**config.mk**
```make
export PLATFORM = sky130hd
export DESIGN_NAME = camera_reg_seq
export DESIGN_NICKNAME = d
export VERILOG_FILES = /design/src/rtl/camera_cfg_pkg.sv /design/src/rtl/camera_reg_rom.sv /design/src/rtl/camera_reg_seq.sv
export SDC_FILE = /design/constraint.sdc
export NUM_CORES = 1
export LEC_CHECK = 0
export ABC_AREA = 0
export ABC_CLOCK_PERIOD_IN_PS = 3050
export CAP_MARGIN = 20
export CORE_UTILIZATION = 50
export CTS_BUF_LIST = sky130_fd_sc_hd__clkbuf_4
export DETAILED_ROUTE_END_ITERATION = 12
export PLACE_DENSITY = 0.78
export RECOVER_POWER = 25
export SYNTH_ARGS = -nofsm -noshare
export SYNTH_HDL_FRONTEND = slang
export SYNTH_SLANG_ARGS = --single-unit
export TNS_END_PERCENT = 20
```
**constraint.sdc**
```tcl
create_clock -name clk -period 3.05 [get_ports clk]
set_clock_uncertainty 0.05 [all_clocks]
set_input_delay 0.4575 -clock clk [delete_from_list [all_inputs] [get_ports clk]]
set_output_delay 0.4575 -clock clk [all_outputs]
set_load 0.02 [all_outputs]
```
**src/rtl/camera_cfg_pkg.sv**
```systemverilog
// Shared definitions for the camera register configuration sequencer:
// FSM state type and the fixed/default register words.
package camera_cfg_pkg;

  typedef enum logic [2:0] {
    WAIT_PWR,
    REQ,
    GAP,
    SETTLE,
    DONE,
    ERR
  } cfg_state_t;

  localparam logic [15:0] SOFT_RST_WORD = 16'h12_80;

  // Window words: mode one (default) and mode two
  localparam logic [15:0] X_DEF = 16'h5a_40;
  localparam logic [15:0] Y_DEF = 16'h5b_34;
  localparam logic [15:0] X_BIG = 16'h5a_C8;
  localparam logic [15:0] Y_BIG = 16'h5b_96;

endpackage

```
**src/rtl/camera_reg_rom.sv**
```systemverilog
// Fixed sensor register table, {reg_addr, reg_data} per entry; covers
// entries 0..REG_NUM-3, the window words are muxed in by the sequencer.
module camera_reg_rom
  import camera_cfg_pkg::*;
#(
  parameter int unsigned REG_NUM = 12
) (
  input  logic [$clog2(REG_NUM)-1:0] idx,
  output logic [15:0]                word
);

  localparam int unsigned IW        = $clog2(REG_NUM);
  localparam int unsigned ROM_DEPTH = 10;

  // Entry i lives at bits [i*16 +: 16]
  localparam logic [ROM_DEPTH*16-1:0] ROM_FLAT = {
    16'h0c_00, 16'h1a_7b, 16'h19_02, 16'h18_04, 16'h17_16,
    16'h32_80, 16'h40_d0, 16'h3a_04, 16'h11_01, SOFT_RST_WORD
  };

  always_comb begin
    word = '0;
    for (int unsigned i = 0; i < ROM_DEPTH; i++) begin
      if ((i + 2 < REG_NUM) && (idx == IW'(i))) begin
        word = ROM_FLAT[i*16 +: 16];
      end
    end
  end

endmodule

```
**src/rtl/camera_reg_seq.sv**
```systemverilog
// Camera register configuration sequencer: walks the register table after
// power-up or restart and issues one SCCB write request per entry.
module camera_reg_seq
  import camera_cfg_pkg::*;
#(
  parameter int unsigned REG_NUM     = 12,
  parameter int unsigned POWERUP_CYC = 20000,
  parameter int unsigned SETTLE_CYC  = 20000,
  parameter int unsigned MAX_RETRY   = 3
) (
  input  logic        clk,
  input  logic        rst_n,
  input  logic        camera_rstn,
  input  logic [15:0] x_lenth,
  input  logic [15:0] y_lenth,
  output logic        sccb_req,
  output logic [7:0]  sccb_addr,
  output logic [7:0]  sccb_data,
  input  logic        sccb_done,
  input  logic        sccb_nack,
  output logic        cfg_busy,
  output logic        cfg_done,
  output logic        cfg_err
);

  localparam int unsigned IW      = $clog2(REG_NUM);
  localparam int unsigned CNT_MAX = (POWERUP_CYC > SETTLE_CYC) ? POWERUP_CYC : SETTLE_CYC;
  localparam int unsigned CW      = (CNT_MAX > 1) ? $clog2(CNT_MAX) : 1;
  localparam int unsigned RW      = (MAX_RETRY > 0) ? $clog2(MAX_RETRY + 1) : 1;

  localparam logic [IW-1:0] LAST_IDX  = IW'(REG_NUM - 1);
  localparam logic [IW-1:0] X_IDX     = IW'(REG_NUM - 2);
  localparam logic [CW-1:0] PWR_LAST  = CW'(POWERUP_CYC - 1);
  localparam logic [CW-1:0] SET_LAST  = CW'(SETTLE_CYC - 1);
  localparam logic [RW-1:0] RETRY_MAX = RW'(MAX_RETRY);

  cfg_state_t    state, state_n;
  logic [CW-1:0] cnt, cnt_n;
  logic [IW-1:0] idx, idx_n;
  logic [RW-1:0] retry, retry_n;
  logic          restart_pend, pend_n;
  logic          req_n, busy_n, done_n, err_n, restart;
  logic [7:0]    addr_n, data_n;
  logic [15:0]   rom_word, entry_word;

  camera_reg_rom #(.REG_NUM(REG_NUM)) u_rom (
    .idx  (idx),
    .word (rom_word)
  );

  always_comb begin
    if (idx == LAST_IDX)   entry_word = y_lenth;
    else if (idx == X_IDX) entry_word = x_lenth;
    else                   entry_word = rom_word;
  end

  always_comb begin
    state_n = state;
    cnt_n   = cnt;
    idx_n   = idx;
    retry_n = retry;
    pend_n  = restart_pend;
    req_n   = sccb_req;
    addr_n  = sccb_addr;
    data_n  = sccb_data;
    restart = 1'b0;

    case (state)
      WAIT_PWR: begin
        if (!camera_rstn) begin
          restart = 1'b1;
        end else if (cnt == PWR_LAST) begin
          state_n          = REQ;
          cnt_n            = '0;
          req_n            = 1'b1;
          {addr_n, data_n} = entry_word;
        end else begin
          cnt_n = cnt + CW'(1);
        end
      end
      REQ: begin
        // A restart cannot abort the bus write: remember it and let the
        // outstanding transfer finish, then discard its result.
        if (!camera_rstn) pend_n = 1'b1;
        if (sccb_done) begin
          req_n = 1'b0;
          if (restart_pend || !camera_rstn) begin
            restart = 1'b1;
          end else if (!sccb_nack) begin
            retry_n = '0;
            idx_n   = idx + IW'(1);
            if (idx == '0) begin
              state_n = SETTLE;
              cnt_n   = '0;
            end else if (idx == LAST_IDX) begin
              state_n = DONE;
            end else begin
              state_n = GAP;
            end
          end else if (retry < RETRY_MAX) begin
            retry_n = retry + RW'(1);
            state_n = GAP;
          end else begin
            state_n = ERR;
          end
        end
      end
      GAP: begin
        if (!camera_rstn) begin
          restart = 1'b1;
        end else begin
          state_n          = REQ;
          req_n            = 1'b1;
          {addr_n, data_n} = entry_word;
        end
      end
      SETTLE: begin
        if (!camera_rstn) begin
          restart = 1'b1;
        end else if (cnt == SET_LAST) begin
          state_n = GAP;
          cnt_n   = '0;
        end else begin
          cnt_n = cnt + CW'(1);
        end
      end
      DONE, ERR: begin
        if (!camera_rstn) restart = 1'b1;
      end
      default: state_n = WAIT_PWR;
    endcase

    if (restart) begin
      state_n = WAIT_PWR;
      cnt_n   = '0;
      idx_n   = '0;
      retry_n = '0;
      pend_n  = 1'b0;
    end

    busy_n = (state_n != DONE) && (state_n != ERR);
    done_n = (state_n == DONE);
    err_n  = (state_n == ERR);
  end

  always_ff @(posedge clk) begin
    if (!rst_n) begin
      state        <= WAIT_PWR;
      cnt          <= '0;
      idx          <= '0;
      retry        <= '0;
      restart_pend <= 1'b0;
      sccb_req     <= 1'b0;
      sccb_addr    <= '0;
      sccb_data    <= '0;
      cfg_busy     <= 1'b0;
      cfg_done     <= 1'b0;
      cfg_err      <= 1'b0;
    end else begin
      state        <= state_n;
      cnt          <= cnt_n;
      idx          <= idx_n;
      retry        <= retry_n;
      restart_pend <= pend_n;
      sccb_req     <= req_n;
      sccb_addr    <= addr_n;
      sccb_data    <= data_n;
      cfg_busy     <= busy_n;
      cfg_done     <= done_n;
      cfg_err      <= err_n;
    end
  end

endmodule
```
==> impl_summary.md <==
Cells and area
The filler cells instantiated in the layout total 481. The share of layout cells above drive strength 1 is 7.16%. Leaving out fill and tap cells, the most frequent cell in the layout is sky130_fd_sc_hd__dfxtp_1. The growth of design area from synthesis to finish is 24.5%. The post-route cell area is 3360 µm².

The antenna cell count is 0. The net count of the finished layout is 420. The library cells used most frequently in the layout, excluding fill and tap cells, are sky130_fd_sc_hd__dfxtp_1, sky130_fd_sc_hd__clkdlybuf4s50_1, sky130_fd_sc_hd__nand2_1.

Hold path
The worst hold path terminates at sccb_addr[0]. The hold path startpoint is sccb_addr[0]. The worst hold path passes through 2 cells. In this run the worst hold path is classified as reg2reg.

Setup path
The endpoint of the most critical register-to-register path is sccb_data[1]. The worst endpoint data arrival time is 2.58 ns. The beginning of the worst register-to-register path is idx[0]. The worst setup path is launched from a register. At the worst endpoint, the required time is 3.30 ns.

The maximum net fanout on the critical path is 22. STA classifies the critical path endpoint as a register. The depth of the worst register-to-register path is 6. The slack of the worst reg-to-reg path is 0.72 ns. The worst setup path is of the reg2reg kind. The beginning of the critical path is idx[0].

Placed design
The placed standard-cell area is 3310 µm². The count of buffers added on input and output ports is 56. The HPWL reported at the end of detailed placement is 4790 µm. The routability congestion estimate is 0.894.

STA
The total count of max-transition violations in the final report is 0. Dividing the final minimum period by the clock period gives 76.4%. The fmax is 0.429 GHz.

The worst-margin pin slew is 0.726 ns. The worst-case headroom to the max-slew limit is 51.3%. The number of hold violations in the final report is 0.

The final setup violation count is 0. The total negative setup slack is 0 ns. The shortest clock period the worst path allows after layout is 2.33 ns. Setup repair after global routing left no endpoint under its margin.

Clocking
The number of buffers added by the clock tree synthesis step is 5. The cell at the root of the clock tree is sky130_fd_sc_hd__clkbuf_4. The count of clock tree sinks is 45. The maximum level of the CTS H-tree is 2. TritonCTS built the clock tree. The clock insertion delay at the later pin of the skew report is 0.35 ns. The number of buffers on the longest clock path is 2. The number of post-CTS setup repair buffers is 0. Hold repair after CTS inserted 0 buffers. The number of gates given a new drive strength after cts is 0.

The clock-pin slew on the worst setup and hold paths is 0.12 ns.

Route
The total number of vias is 2590. After detailed routing, the average wire length per cell comes to 14.8 µm. The remaining antenna violation count after routing is 0. The number of design-rule violations left by the first detailed-router iteration is 173.

The post-detailed-routing wire length is 6640 µm. The total iterations of the first detailed-routing run is 4. The routed via count divided by cell count is 5.79. After detailed routing, the number of remaining DRC violations is 0.

Global route
The all-layer global routing usage is 23.8%. The final global-route overflow total is 0. The number of antenna violations at the first check in global routing is 0. The first global-routing pass estimated 10400 µm of wire.

The largest net degree at the start of global routing is 30. The number of global-route vias before repair came to 2234.

Floorplan
The overall die area is 5700 µm². 57 I/O pins were placed. The chip width is 75.5 µm. The area inside the core boundary is 5140 µm².

The die is 75.5 µm tall. The site row count is 26. Once the floorplan was initialized, standard cells occupied 52.6% of the core.

Power
The part of the power in registers is 61.8%. The maximum resistive drop on vdd is 214 µV. The internal power is 736 µW.

Power spread over the standard cell area amounts to 284 nW/µm². In this run switching power makes up 22.9% of total power. The total leakage power is 1.23 nW. The clock network accounts for 29.0% of the total power. Combinational logic burns 9.1% of the power. The net switching power figure is 219 µW.

Logic synthesis
Counting flops with an async set or reset pin after synthesis yields a share of 0%. The number of instances in the synthesized netlist is 330. The share of synthesized area occupied by flip-flops and latches is 33.3%. Yosys mapped a number of flops with a built-in enable equal to 0. After synthesis, the mean cell area works out to 8.19 µm². The total number of yosys warnings is 0.

The synthesized area is 2700 µm². The post-synthesis net count is 373. The most used flip-flop cell after synthesis is sky130_fd_sc_hd__dfxtp_1.

After synthesis the netlist holds a flip-flop and latch count of 45. Counting distinct cell types in the post-synthesis netlist gives 61.

Run
The count of max-cap constraint violations is 0.

Run status
The run finished with clean final reports.
-- worst max-delay path by stage --
stage | to | cells past startpoint | slack (ns)
global placement | cnt[4] | 6 | 0.54
global route | sccb_data[5] | 8 | 0.48
detailed placement | cnt[9] | 6 | 0.50
floorplan | cnt[4] | 7 | 1.02
finish | sccb_data[1] | 6 | 0.72
CTS | sccb_data[1] | 6 | 0.74
-- per-stage QoR --
| step | util [%] | cells | power (mW) | worst slack (ns) | hold WS [ns] |
|---|---|---|---|---|---|
| after floorplan | - | 330 | 0.629 | 1.02 | 0.400 |
| after global placement | 64.5 | 440 | 0.690 | 0.536 | 0.395 |
| after detailed placement | 64.5 | 440 | 0.691 | 0.505 | 0.402 |
| after CTS | 65.4 | 447 | 0.962 | 0.735 | 0.420 |
| after global routing | 65.4 | 447 | 0.991 | 0.478 | 0.443 |
| final | 65.4 | 447 | 0.954 | 0.720 | 0.415 |
-- cell type report --
cell class | count | area, µm² | share of cell area, %
sequential | 45 | 901 | 26.8
inverter | 10 | 37.5 | 1.12
timing repair buffer | 64 | 633 | 18.8
clock inverter | 1 | 3.75 | 0.112
multi-input combinational | 251 | 1660 | 49.2
tap | 70 | 87.6 | 2.60
clock buffer | 6 | 45.0 | 1.34
-- flip-flops by register name, indices dropped and copies added, names as in the netlist --
name	flops
restart_pend	1
sccb_data	8
cfg_busy	1
sccb_addr	8
cfg_done	1
cfg_err	1
state	3
cnt	15
retry	2
idx	4
sccb_req	1
-- synth_stat cells (all sizes together), types with 8 or more instances --
master	number	share of area, %
dfxtp	45	33
a21oi	23	4.4
o21ai	26	4.8
a311oi	12	3.9
a31oi	8	1.9
nand2	34	4.7
a21boi	9	2.5
nand2b	8	1.9
nor2	19	2.6
buf	8	1.8
nor2b	10	2.3
inv	10	1.4
clkbuf	16	2.2
nand3	12	2.2
-- layer usage --
layer | up-vias | part of all wire [%] | GRT usage (%) | wire length [µm]
met3 | 4 | 4.3 | 4.23 | 285
met2 | 60 | 47 | 37.1 | 3140
li1 | 1330 | - | - | -
met4 | 0 | 0.93 | 7.41 | 62
met1 | 1196 | 47 | 33.4 | 3140
met5 | - | 0 | 0 | 0
-- power by group through the flow --
stage               Clock (mW)  Combinational [mW]  Sequential, mW
CTS                      0.284              0.0880           0.590
global route             0.308              0.0926           0.591
finish                   0.277              0.0873           0.590
floorplan                    0              0.0252           0.604
global placement             0              0.0864           0.603
detailed placement           0              0.0878           0.603
-- critical path, stage by stage, from the launching register on --
cell                       delay [ns]
sky130_fd_sc_hd__dfxtp_1         0.44
sky130_fd_sc_hd__inv_1           0.09
sky130_fd_sc_hd__ha_1            0.45
sky130_fd_sc_hd__nor3b_2         0.50
sky130_fd_sc_hd__a211oi_1        0.09
sky130_fd_sc_hd__o311ai_0        0.45
sky130_fd_sc_hd__o211a_1         0.21
-- logic make-up after synthesis --
| kind of cell | after synthesis | synth area share, % |
|---|---|---|
| AOI/OAI and AO/OA | 116 | 29.6 |
| adders and majority gates | 6 | 2.78 |
| xor gates and xnor gates | 3 | 0.973 |
| buffers and inverters | 34 | 5.37 |
| muxes | 4 | 1.48 |
| DFF | 45 | 33.3 |
| and+or+nand+nor | 122 | 26.5 |
(Power assumes the default switching activity.)
==> variant 1, RTL diff (same settings) <==
Remove the register `cfg_err`: a continuous assignment takes its place, so the output `cfg_err` follows one clock earlier.
--- a/src/rtl/camera_reg_seq.sv
+++ b/src/rtl/camera_reg_seq.sv
@@ -156,5 +156,4 @@
       cfg_busy     <= 1'b0;
       cfg_done     <= 1'b0;
-      cfg_err      <= 1'b0;
     end else begin
       state        <= state_n;
@@ -168,7 +167,8 @@
       cfg_busy     <= busy_n;
       cfg_done     <= done_n;
-      cfg_err      <= err_n;
     end
   end
 
+  assign cfg_err = err_n;
+
 endmodule
Formal check against the unedited RTL: no difference found for any inputs over 10 cycles, from zero or initial values and one cycle with rst_n low; that may be too few to reach the edited logic, so the function may still have changed.
==> variant 1 against the original RTL <==
Count of clock-buffer cells in the layout did not move. Synthesized area decreased by 0.79%. Core utilization grew 1.3 points. Non-clock buffer count is 12 higher. Power decreased by 0.53%. Sequential cell count fell by 1. Via count grew 8.9%. Worst setup slack worse by 0.57 ns. Wire length grew 5.1%. Cell area rose by 1.9%. Critical path type unchanged. Largest power group unchanged.
==> variant 1: results (changes against the original RTL) <==
synth top area cells dfxtp_1, nand2_1, a21oi_1; Reg2Reg Depth 8 (+2); Nets 451 (+7.4%); Hold Path Origin retry[1]$_SDFFE_PP0P_; Final Wtd Congestion 0.873 (-2.4%); fraction of layout cells with a size suffix above 1 7.64% (+0.47 points); vias in the first global route 2,525 (+13%); Worst slew margin 53.3% (+2.0 points); reg-to-reg endpoint cnt[10]$_SDFFE_PP0P_; largest net degree at the start of global routing 26 (-13%); cells after synthesis 349 (+5.8%); Worst EP arrival 3.15 ns (+0.57 ns); Top Family by Delay on Critical Path simple AND/OR/NAND/NOR gates; routed vias 2,820 (+8.9%); Vias/cell 5.92 (+2.2%); Inst Count DP 469 (+6.6%); post-synthesis sequential area ratio 32.9% (-0.48 points); DRT iter0 DRCs 149 (-14%); HPWL Detailed 5080 microns (+6.1%); gr usage total 25.1% (+1.4 points); Yosys cell types 52 (-15%); Reg2Reg Setup Slack 0.15 ns (-0.57 ns); hold endpoint retry[1]$_SDFFE_PP0P_; status completed; first-pass GRT wire length 11,000 microns (+6.5%); Layout fillers 473 (-1.7%); critical path's slowest cell or4_1
-- variant 1: layer usage --
layer | part of all wire [%] | wire, microns | global-route usage (%)
met1 | 46 | 3220 | 33.7
met2 | 48 | 3350 | 41.1
met3 | 4.7 | 327 | 4.55
met4 | 1.1 | 80 | 8.02
met5 | 0 | 0 | 0
-- variant 1: worst max path at each step --
stage	to	slack, ns	depth (start not counted)
after floorplan	cnt[13]$_SDFFE_PP0P_	0.36	9
after global placement	cnt[11]$_SDFFE_PP0P_	0.04	7
after CTS	cfg_err	0.02	6
final	cnt[10]$_SDFFE_PP0P_	0.15	8
after global routing	cnt[10]$_SDFFE_PP0P_	0.007	8
after detailed placement	cnt[10]$_SDFFE_PP0P_	-0.1	7
-- variant 1: cells by family after synthesis --
family | count (synthesis) | synth area share [%]
flip-flops | 44 | 32.9
AO/OA/AOI/OAI | 104 | 25.3
buffers and inverters | 34 | 5.14
multiplexers | 4 | 1.49
AND/OR/NAND/NOR | 151 | 30.2
adder cells (fa/ha/maj) | 8 | 3.73
XOR/XNOR | 4 | 1.31
-- variant 1: stage by stage --
| step | hold WS [ns] | area [sq um] | TNS, ns | setup slack [ns] | utilization [%] |
|---|---|---|---|---|---|
| CTS | 0.419 | 3430 | 0 | 0.0217 | 66.7 |
| global route | 0.440 | 3430 | 0 | 0.00739 | 66.7 |
| global placement | 0.393 | 3380 | 0 | 0.0397 | 65.7 |
| finish | 0.419 | 3430 | 0 | 0.145 | 66.7 |
| detailed placement | 0.402 | 3380 | -0.297 | -0.0964 | 65.7 |
| floorplan | 0.386 | 2680 | 0 | 0.355 | - |
-- variant 1: repair_timing --
| action | in CTS | in global routing |
|---|---|---|
| resized for setup | 2 | 4 |
| setup buffers | 0 | 0 |
| pin swaps | 0 | 1 |
| setup endpoints to repair | 1 | 1 |
-- variant 1: power groups by stage --
stage	Combinational, W	Clock (W)	Sequential (W)
CTS	0.0000907	0.000286	0.000578
detailed placement	0.0000905	0	0.000591
floorplan	0.0000285	0	0.000592
global placement	0.0000893	0	0.000591
finish	0.0000899	0.000281	0.000578
global route	0.0000957	0.000306	0.000579
-- variant 1: final cells by class --
class                      count  area [sq um]  area share (%)
clock inverter                 1          5.00           0.146
multi-input combinational    271          1680            48.9
inverter                       8          30.0           0.876
timing repair buffer          76           702            20.5
clock buffer                   6          45.0            1.31
tap                           70          87.6            2.55
sequential                    44           881            25.7
-- variant 1: tightest hold or removal path, delay by kind of cell, from the launching register on --
family / cells / cell delay [ns]
and+or+nand+nor: 1 / 0.05
DFF: 1 / 0.33
AOI/OAI and AO/OA: 1 / 0.05
==> variant 2, RTL diff (same settings) <==
Made on the original files. Set the parameter `MAX_RETRY` to 6 (it was 3).
--- a/src/rtl/camera_reg_seq.sv
+++ b/src/rtl/camera_reg_seq.sv
@@ -7,5 +7,5 @@
   parameter int unsigned POWERUP_CYC = 20000,
   parameter int unsigned SETTLE_CYC  = 20000,
-  parameter int unsigned MAX_RETRY   = 3
+  parameter int unsigned MAX_RETRY   = 6
 ) (
   input  logic        clk,
Formal check against the unedited RTL: same outputs for any inputs over 10 cycles, from zero or initial values and one cycle with rst_n low; that may be too few to reach the edited logic, so the function may still have changed.
==> variant 2 against the original RTL <==
Worst setup slack worse by 0.34 ns. Sequential share of layout area up 0.11 points. Power up 5.9%. Via count up 7.8%. Sequential cell count up 1. Critical path type unchanged. Wire length up 11%. Cell area up 1.8%. Synthesized area up 1.3%.
==> variant 2: results (changes against the original RTL) <==
status completed; synth top area cells dfxtp_1, a21oi_1, nand2_1; post-synthesis sequential area ratio 33.7% (+0.32 points); Yosys cell types 66 (+8.2%); DR WL/cell 15.7 microns (+6.0%); cells after synthesis 344 (+4.2%); global routing usage on met1 32.7% (-0.73 points); Final Wtd Congestion 0.853 (-4.7%); adder-cell area share of the yosys netlist 2.74% (-0.034 points); vias in the first global route 2,593 (+16%); met2 usage 43.2% (+6.1 points); Inst Count DP 458 (+4.1%); gr usage total 26.0% (+2.2 points); critical path's slowest cell or4_1; Worst slew margin 48.2% (-3.1 points); first-pass GRT wire length 12,300 microns (+19%); max-cap viol count 0 (unchanged); Layout fillers 451 (-6.2%); worst-path fanout max 8 (-64%); Peak VDD IR 189 uV (-12%); synthesized net count 387 (+3.8%); largest registers cnt x15, sccb_addr x8, sccb_data x8; Vias/cell 5.98 (+3.2%); Lkg Pwr 1.18 nW (-4.3%); Top Family by Delay on Critical Path simple AND/OR/NAND/NOR gates; fraction of layout cells with a size suffix above 1 6.55% (-0.61 points); GR Layer Usage met3 5.78% (+1.6 points); Post-Synth XOR/XNOR Area 1.28% (+0.31 points); Worst EP arrival 2.92 ns (+0.34 ns); DRT iter0 DRCs 190 (+9.8%); largest net degree at the start of global routing 21 (-30%); mux cell area share after synthesis 1.10% (-0.38 points); routed vias 2,792 (+7.8%); Clk Latency, worst-skew pair between 0.3 and 0.4 ns; HPWL Detailed 5440 microns (+14%); Synth Area in Compound Gates 28.3% (-1.2 points); Reg2Reg Depth 7 (+1); Root Buffer Master clkbuf_4; Inserted Diodes 0 (unchanged); most frequent cells after synthesis dfxtp_1, nand2_1, nor2_1; Nets 439 (+4.5%); Crit path largest cell delay 0.58 ns (+0.08 ns)
## variant 2: cell types whose count changed after synthesis, sizes merged, moves of 4 or more
cell     unedited run  this run
a311oi             12         2
nor2               19        27
a32o                0         5
a31oi               8         4
nor2b              10         6
nor3                3         7
nor4                0         4
o2111ai             0         4
o211ai              5         1
o221ai              0         4
## variant 2: cell type report
type	instances	area [sq um]	area share (%)
timing repair buffer	68	647	18.9
multi-input combinational	265	1680	49.0
clock buffer	6	45.0	1.32
clock inverter	2	8.76	0.256
inverter	10	37.5	1.10
tap	70	87.6	2.56
sequential	46	921	26.9
## variant 2: cell families after synthesis
logic type | after synthesis
adder cells (fa/ha/maj) | 6
multiplexers | 3
AND/OR/NAND/NOR | 140
AO/OA/AOI/OAI | 112
buffers and inverters | 33
flip-flops | 46
XOR/XNOR | 4
## variant 2: worst register-to-register path: stages (launching register included)
cell      delay [ns]
dfxtp_1         0.37
inv_1           0.09
ha_1            0.29
nor4b_1         0.39
or3b_1          0.44
a21boi_0        0.25
or4_1           0.58
a21oi_1         0.15
## variant 2: report_power, final
part	internal, W	switching, W	leakage, nW
Combinational	0.0000625	0.0000485	0.777
Clock	0.0000959	0.000196	0.0331
Sequential	0.000604	0.00000310	0.371
## variant 2: metrics by stage
| step | cell area [sq um] | setup slack (ns) | hold slack [ns] | power (W) |
|---|---|---|---|---|
| after global placement | 3370 | 0.321 | 0.393 | 0.000730 |
| after floorplan | 2740 | 0.844 | 0.403 | 0.000663 |
| final | 3420 | 0.380 | 0.417 | 0.00101 |
| after global routing | 3420 | 0.243 | 0.440 | 0.00106 |
| after CTS | 3430 | 0.412 | 0.423 | 0.00102 |
| after detailed placement | 3370 | 0.268 | 0.401 | 0.000731 |
## variant 2: layer usage
| metal | vias to the layer above | part of all wire [%] |
|---|---|---|
| met2 | 96 | 47 |
| met3 | 12 | 6.4 |
| met5 | - | 0 |
| met4 | 0 | 2.1 |
| li1 | 1388 | - |
| met1 | 1296 | 44 |
## variant 2: final timing paths
path                                to  slack, ns                      start
max               cnt[14]$_SDFFE_PP0P_       0.38        idx[0]$_SDFFE_PP0P_
max reg2reg       cnt[14]$_SDFFE_PP0P_       0.38        idx[0]$_SDFFE_PP0P_
min reg2reg  sccb_addr[6]$_SDFFE_PN0P_       0.42  sccb_addr[6]$_SDFFE_PN0P_
min          sccb_addr[6]$_SDFFE_PN0P_       0.42  sccb_addr[6]$_SDFFE_PN0P_
